--- config.mk ---
export PLATFORM = sky130hd
export DESIGN_NAME = lpf_fir_stage
export DESIGN_NICKNAME = d
export VERILOG_FILES = /design/src/rtl/lpf_fir_stage.sv
export SDC_FILE = /design/constraint.sdc
export NUM_CORES = 2
export LEC_CHECK = 0
export CAP_MARGIN = 20
export CORE_ASPECT_RATIO = 1.2
export CORE_MARGIN = 5
export CORE_UTILIZATION = 45
export DETAILED_ROUTE_END_ITERATION = 8
export PLACE_DENSITY = 0.68
export SLEW_MARGIN = 20
export SYNTH_ARGS = -nofsm -noshare
export SYNTH_HDL_FRONTEND = slang
export SYNTH_SLANG_ARGS = --single-unit
--- constraint.sdc ---
create_clock -name clk -period 10.4 [get_ports clk]
set_input_delay 2.08 -clock clk [delete_from_list [all_inputs] [get_ports clk]]
set_output_delay 2.08 -clock clk [all_outputs]
set_load 0.01 [all_outputs]
--- src/rtl/lpf_fir_stage.sv ---
// Single-MAC time-multiplexed FIR low-pass filter, Q1.15 coefficients, round + saturate to DW.
// Latency: out_valid in cycle TAPS+2 after acceptance (1 cycle when bypassed); one sample per TAPS+2 cycles.
// Backpressure: none; in_valid while busy drops the sample and sets sticky overrun. Option macro: LPF_BYPASS_EN.
module lpf_fir_stage #(
    parameter int TAPS = 16,
    parameter int DW   = 16,
    parameter int CW   = 16,
    parameter int ACCW = 40,
    localparam int AW  = $clog2(TAPS)
) (
    input  logic          clk,
    input  logic          rst_,
    input  logic          in_valid,
    input  logic [DW-1:0] data_in,
    input  logic          coef_we,
    input  logic [AW-1:0] coef_addr,
    input  logic [CW-1:0] coef_data,
    input  logic          ovr_clr,
`ifdef LPF_BYPASS_EN
    input  logic          bypass,
`endif
    output logic [DW-1:0] data_out,
    output logic          out_valid,
    output logic          busy,
    output logic          overrun
);

    typedef enum logic [1:0] {IDLE, MAC, ROUND} state_t;

    localparam logic signed [ACCW-1:0] RND_HALF = ACCW'(64'sd1 <<< (CW-2));
    localparam logic signed [ACCW-1:0] SAT_MAX  = ACCW'((64'sd1 <<< (DW-1)) - 64'sd1);
    localparam logic signed [ACCW-1:0] SAT_MIN  = ~SAT_MAX;

    state_t                  state, state_nxt;
    logic [AW-1:0]           wr_ptr;
    logic [AW-1:0]           k;
    logic [AW-1:0]           rd_idx;
    logic [DW-1:0]           delay_line [TAPS];
    logic [CW-1:0]           coef [TAPS];
    logic [DW-1:0]           x_k;
    logic [CW-1:0]           h_k;
    logic [DW+CW-1:0]        prod;
    logic signed [ACCW-1:0]  acc, prod_ext, rnd, shifted;
    logic [DW-1:0]           sat;
    logic                    byp;

`ifdef LPF_BYPASS_EN
    assign byp = bypass;
`else
    assign byp = 1'b0;
`endif

    assign busy   = (state != IDLE);
    assign rd_idx = wr_ptr - k;
    assign x_k    = delay_line[rd_idx];
    assign h_k    = coef[k];

    // Low DW+CW bits of the product of sign-extended operands equal the signed product.
    assign prod     = {{CW{x_k[DW-1]}}, x_k} * {{DW{h_k[CW-1]}}, h_k};
    assign prod_ext = {{(ACCW-DW-CW){prod[DW+CW-1]}}, prod};
    assign rnd      = acc + RND_HALF;
    assign shifted  = rnd >>> (CW-1);

    always_comb begin
        sat = shifted[DW-1:0];
        if (shifted > SAT_MAX)
            sat = SAT_MAX[DW-1:0];
        else if (shifted < SAT_MIN)
            sat = SAT_MIN[DW-1:0];
    end

    always_ff @(posedge clk or negedge rst_) begin
        if (!rst_)
            state <= IDLE;
        else
            state <= state_nxt;
    end

    always_comb begin
        state_nxt = state;
        case (state)
            IDLE:    if (in_valid && !byp) state_nxt = MAC;
            MAC:     if (k == AW'(TAPS-1)) state_nxt = ROUND;
            ROUND:   state_nxt = IDLE;
            default: state_nxt = IDLE;
        endcase
    end

    always_ff @(posedge clk or negedge rst_) begin
        if (!rst_) begin
            data_out  <= '0;
            out_valid <= 1'b0;
            overrun   <= 1'b0;
            wr_ptr    <= '0;
            k         <= '0;
            acc       <= '0;
            for (int i = 0; i < TAPS; i++) begin
                delay_line[i] <= '0;
                coef[i]       <= CW'(2048);
            end
        end else begin
            out_valid <= 1'b0;

            if (in_valid && busy)
                overrun <= 1'b1;
            else if (ovr_clr)
                overrun <= 1'b0;

            // Coefficient write lands before the MAC run that starts next cycle.
            if (coef_we && !busy)
                coef[coef_addr] <= coef_data;

            case (state)
                IDLE: begin
                    if (in_valid) begin
                        delay_line[wr_ptr] <= data_in;
                        acc <= '0;
                        k   <= '0;
                        if (byp) begin
                            data_out  <= data_in;
                            out_valid <= 1'b1;
                            wr_ptr    <= wr_ptr + 1'b1;
                        end
                    end
                end
                MAC: begin
                    acc <= acc + prod_ext;
                    k   <= k + 1'b1;
                end
                ROUND: begin
                    data_out  <= sat;
                    out_valid <= 1'b1;
                    wr_ptr    <= wr_ptr + 1'b1;
                end
                default: ;
            endcase
        end
    end

endmodule

==> impl_metrics.tcl <==
set metrics [dict create \
    grtUsageMet3_pct 2.800 \
    yosysMostFrequentCell "dfrtp_1" \
    fp.dieW_um 278.0 \
    dr.pass1.iters 5 \
    synth_flop_cell "dfrtp_1" \
    synthArstFlopShare_pct 100.0 \
    clockBufferDepth 3 \
    io_buffers 59 \
    ctsHoldBuffers 0 \
    timing.final.ws_setup_ns 0.9663 \
    cts_htree_levels 2 \
    seq_area_frac_synth_pct 37.47 \
    yosysWarnings 0 \
    overflow 0 \
    core_mm2 0.08593 \
    rsz0062_at_grt "false" \
    syn_to_final_growth_pct 10.79 \
    hold_depth 2 \
    status "finished, final reports clean" \
    drcViolationCount 0 \
    initial_core_util_pct 45.14 \
    drive_gt1_share_pct 27.89 \
    drt_iter0_drc 1394 \
    dieHeight_um 331.6 \
    globalRouteMet2Util_pct 32.80 \
    cp_max_fo 53 \
    maxSlewViolCount 0 \
    period_needed_ns 9.434 \
    critPathRequiredTime_ns 10.88 \
    fin_nets 3653 \
    ys_top_cells_by_count "dfrtp_1, mux2_2, inv_1" \
    cp-end-kind "flip-flop" \
    yosysTopAreaCell "dfrtp_1" \
    r2r_cells 27 \
    grt_antenna_before_repair 2 \
    cp.arrival_ns 9.92 \
    start_kind "flip-flop" \
    grt_usage_pct 19.79 \
    fmax_mhz 106.0 \
    postCtsSetupBuffers 0 \
    fin_area_mm2 0.04297 \
    pre_cts_ws_ns 1.115 \
    gp_congestion 0.9016 \
    ys_types 73 \
    post-route-period-util_pct 90.71 \
    synth_area_leaders "dfrtp_1, fa_1, mux2_2, mux4_2, inv_1" \
    synth_edf_count 0 \
    placedInstanceArea_mm2 0.04078 \
    numCtsBuffers 58 \
    tightest_slew_ns 1.113 \
    netlist_instances 3125 \
    hold_class "reg2reg" \
    clock_latency_ns 0.65 \
    slew-limit-headroom_pct 25.64 \
    yosys.area.top_type_share_pct 36.39 \
    ant_nets 0 \
    clkTransAtPathRegs_ns 0.07 \
    rows 118 \
    grt_max_degree 178 \
    skew_ns 0.04586 \
    grt-busiest-layer "met2" \
    place_hpwl_mm 62.59 \
    ys_ff_latch 580 \
    pin_count 60 \
    syn-cell-area_mm2 0.03879 \
    syn_nets 3621 \
    cts_tree "built" \
    met1_usage_pct 27.53 \
    cts_num_sinks 580 \
    grt_pass1_wl_mm 146.7 \
    grt_pass1_vias 25590 \
    setup_violations 0 \
    path_class "reg2reg" \
    die_area_mm2 0.09219 \
    setup_tns_ns 0 \
    avgSynthCellArea_um2 12.41 \
    avgViaCountPerCell 5.482 \
    wl_per_cell_um 20.73 \
    finalHoldViolCount 0 \
    ctsResizeCount 0 \
    route.vias.total 23830 \
    cts-root-buf "clkbuf_16" \
    drt-total-wl_mm 90.13 \
    cap_viol_max_count 0 \
]
[critical path: stages (launching register included)]
cell	delay, ns
dfrtp_1	0.42
inv_1	0.20
ha_4	0.16
inv_1	0.05
fa_4	0.92
buf_12	0.31
mux4_2	0.36
mux2_2	0.28
o21ai_2	0.58
inv_1	0.35
nand2_1	0.21
fa_1	0.43
inv_1	0.09
fa_1	0.41
ha_1	0.24
fa_1	0.54
inv_1	0.05
fa_1	0.47
inv_1	0.05
fa_1	0.47
ha_1	0.36
a2111oi_1	0.70
a211oi_1	0.30
o2111ai_1	0.31
nand2_1	0.15
a211o_1	0.33
o311ai_0	0.29
o211ai_1	0.13
[cell families after synthesis]
group	share of synthesized area (%)
flops	37.47
buf+inv	6.071
xor+xnor	1.216
simple gates	6.094
compound gates	3.861
fa+ha+maj	21.10
mux	24.18
[placed cells by master, fill, tap and decap left out, types with 19 or more instances in the layout]
cell type / n
dfrtp_1: 562
mux2_2: 519
inv_1: 438
fa_1: 331
nand2_1: 227
mux4_2: 137
nor2_1: 124
ha_1: 122
buf_4: 66
nand3_1: 58
clkbuf_16: 58
clkdlybuf4s50_1: 58
o21ai_0: 47
mux2i_1: 45
xnor2_1: 32
and2_1: 31
a21oi_1: 27
o21a_1: 23
xor2_1: 19
[metal layers]
layer	up-vias	part of all wire (%)
li1	10560	-
met1	12580	44
met2	555	49
met3	141	4.8
met4	0	2.6
met5	-	0
[layout make-up]
class | instances | area, µm²
repair buffers | 130 | 1206
inverters | 440 | 1652
flip-flops and latches | 580 | 14540
fillers | 7537 | 42950
clock inverters | 32 | 531.8
clock buffers | 77 | 1633
multi-input cells | 1947 | 21980
well taps | 1140 | 1426
diodes | 1 | 2.502
[flip-flops by register name, indices dropped and copies added (netlist names), 2 cells and up]
name        cells
delay_line    256
k               4
state           2
acc            40
wr_ptr          4
data_out       16
coef          256
[metrics by stage]
step / utilization, % / hold WS [ns] / std cells
floorplan: - / 0.4551 / 3125
global placement: 47.42 / 0.4646 / 4235
finish: 50.01 / 0.4823 / 4347
CTS: 49.98 / 0.4925 / 4345
detailed placement: 47.46 / 0.4788 / 4236
global route: 50.01 / 0.5012 / 4347
[path summary, 6_finish.rpt]
path                              start  slack [ns]              end
hold / removal             data_out[15]        0.48     data_out[15]
min in group asynchronous          rst_        1.34         coef[73]
max in group asynchronous          rst_        6.69  delay_line[203]
setup / recovery              wr_ptr[0]        0.97          acc[38]
setup reg to reg              wr_ptr[0]        0.97          acc[38]
hold reg to reg            data_out[15]        0.48     data_out[15]
Power is not shown: default switching activity piles up to over one toggle a cycle in this logic, so the estimate is an artifact.
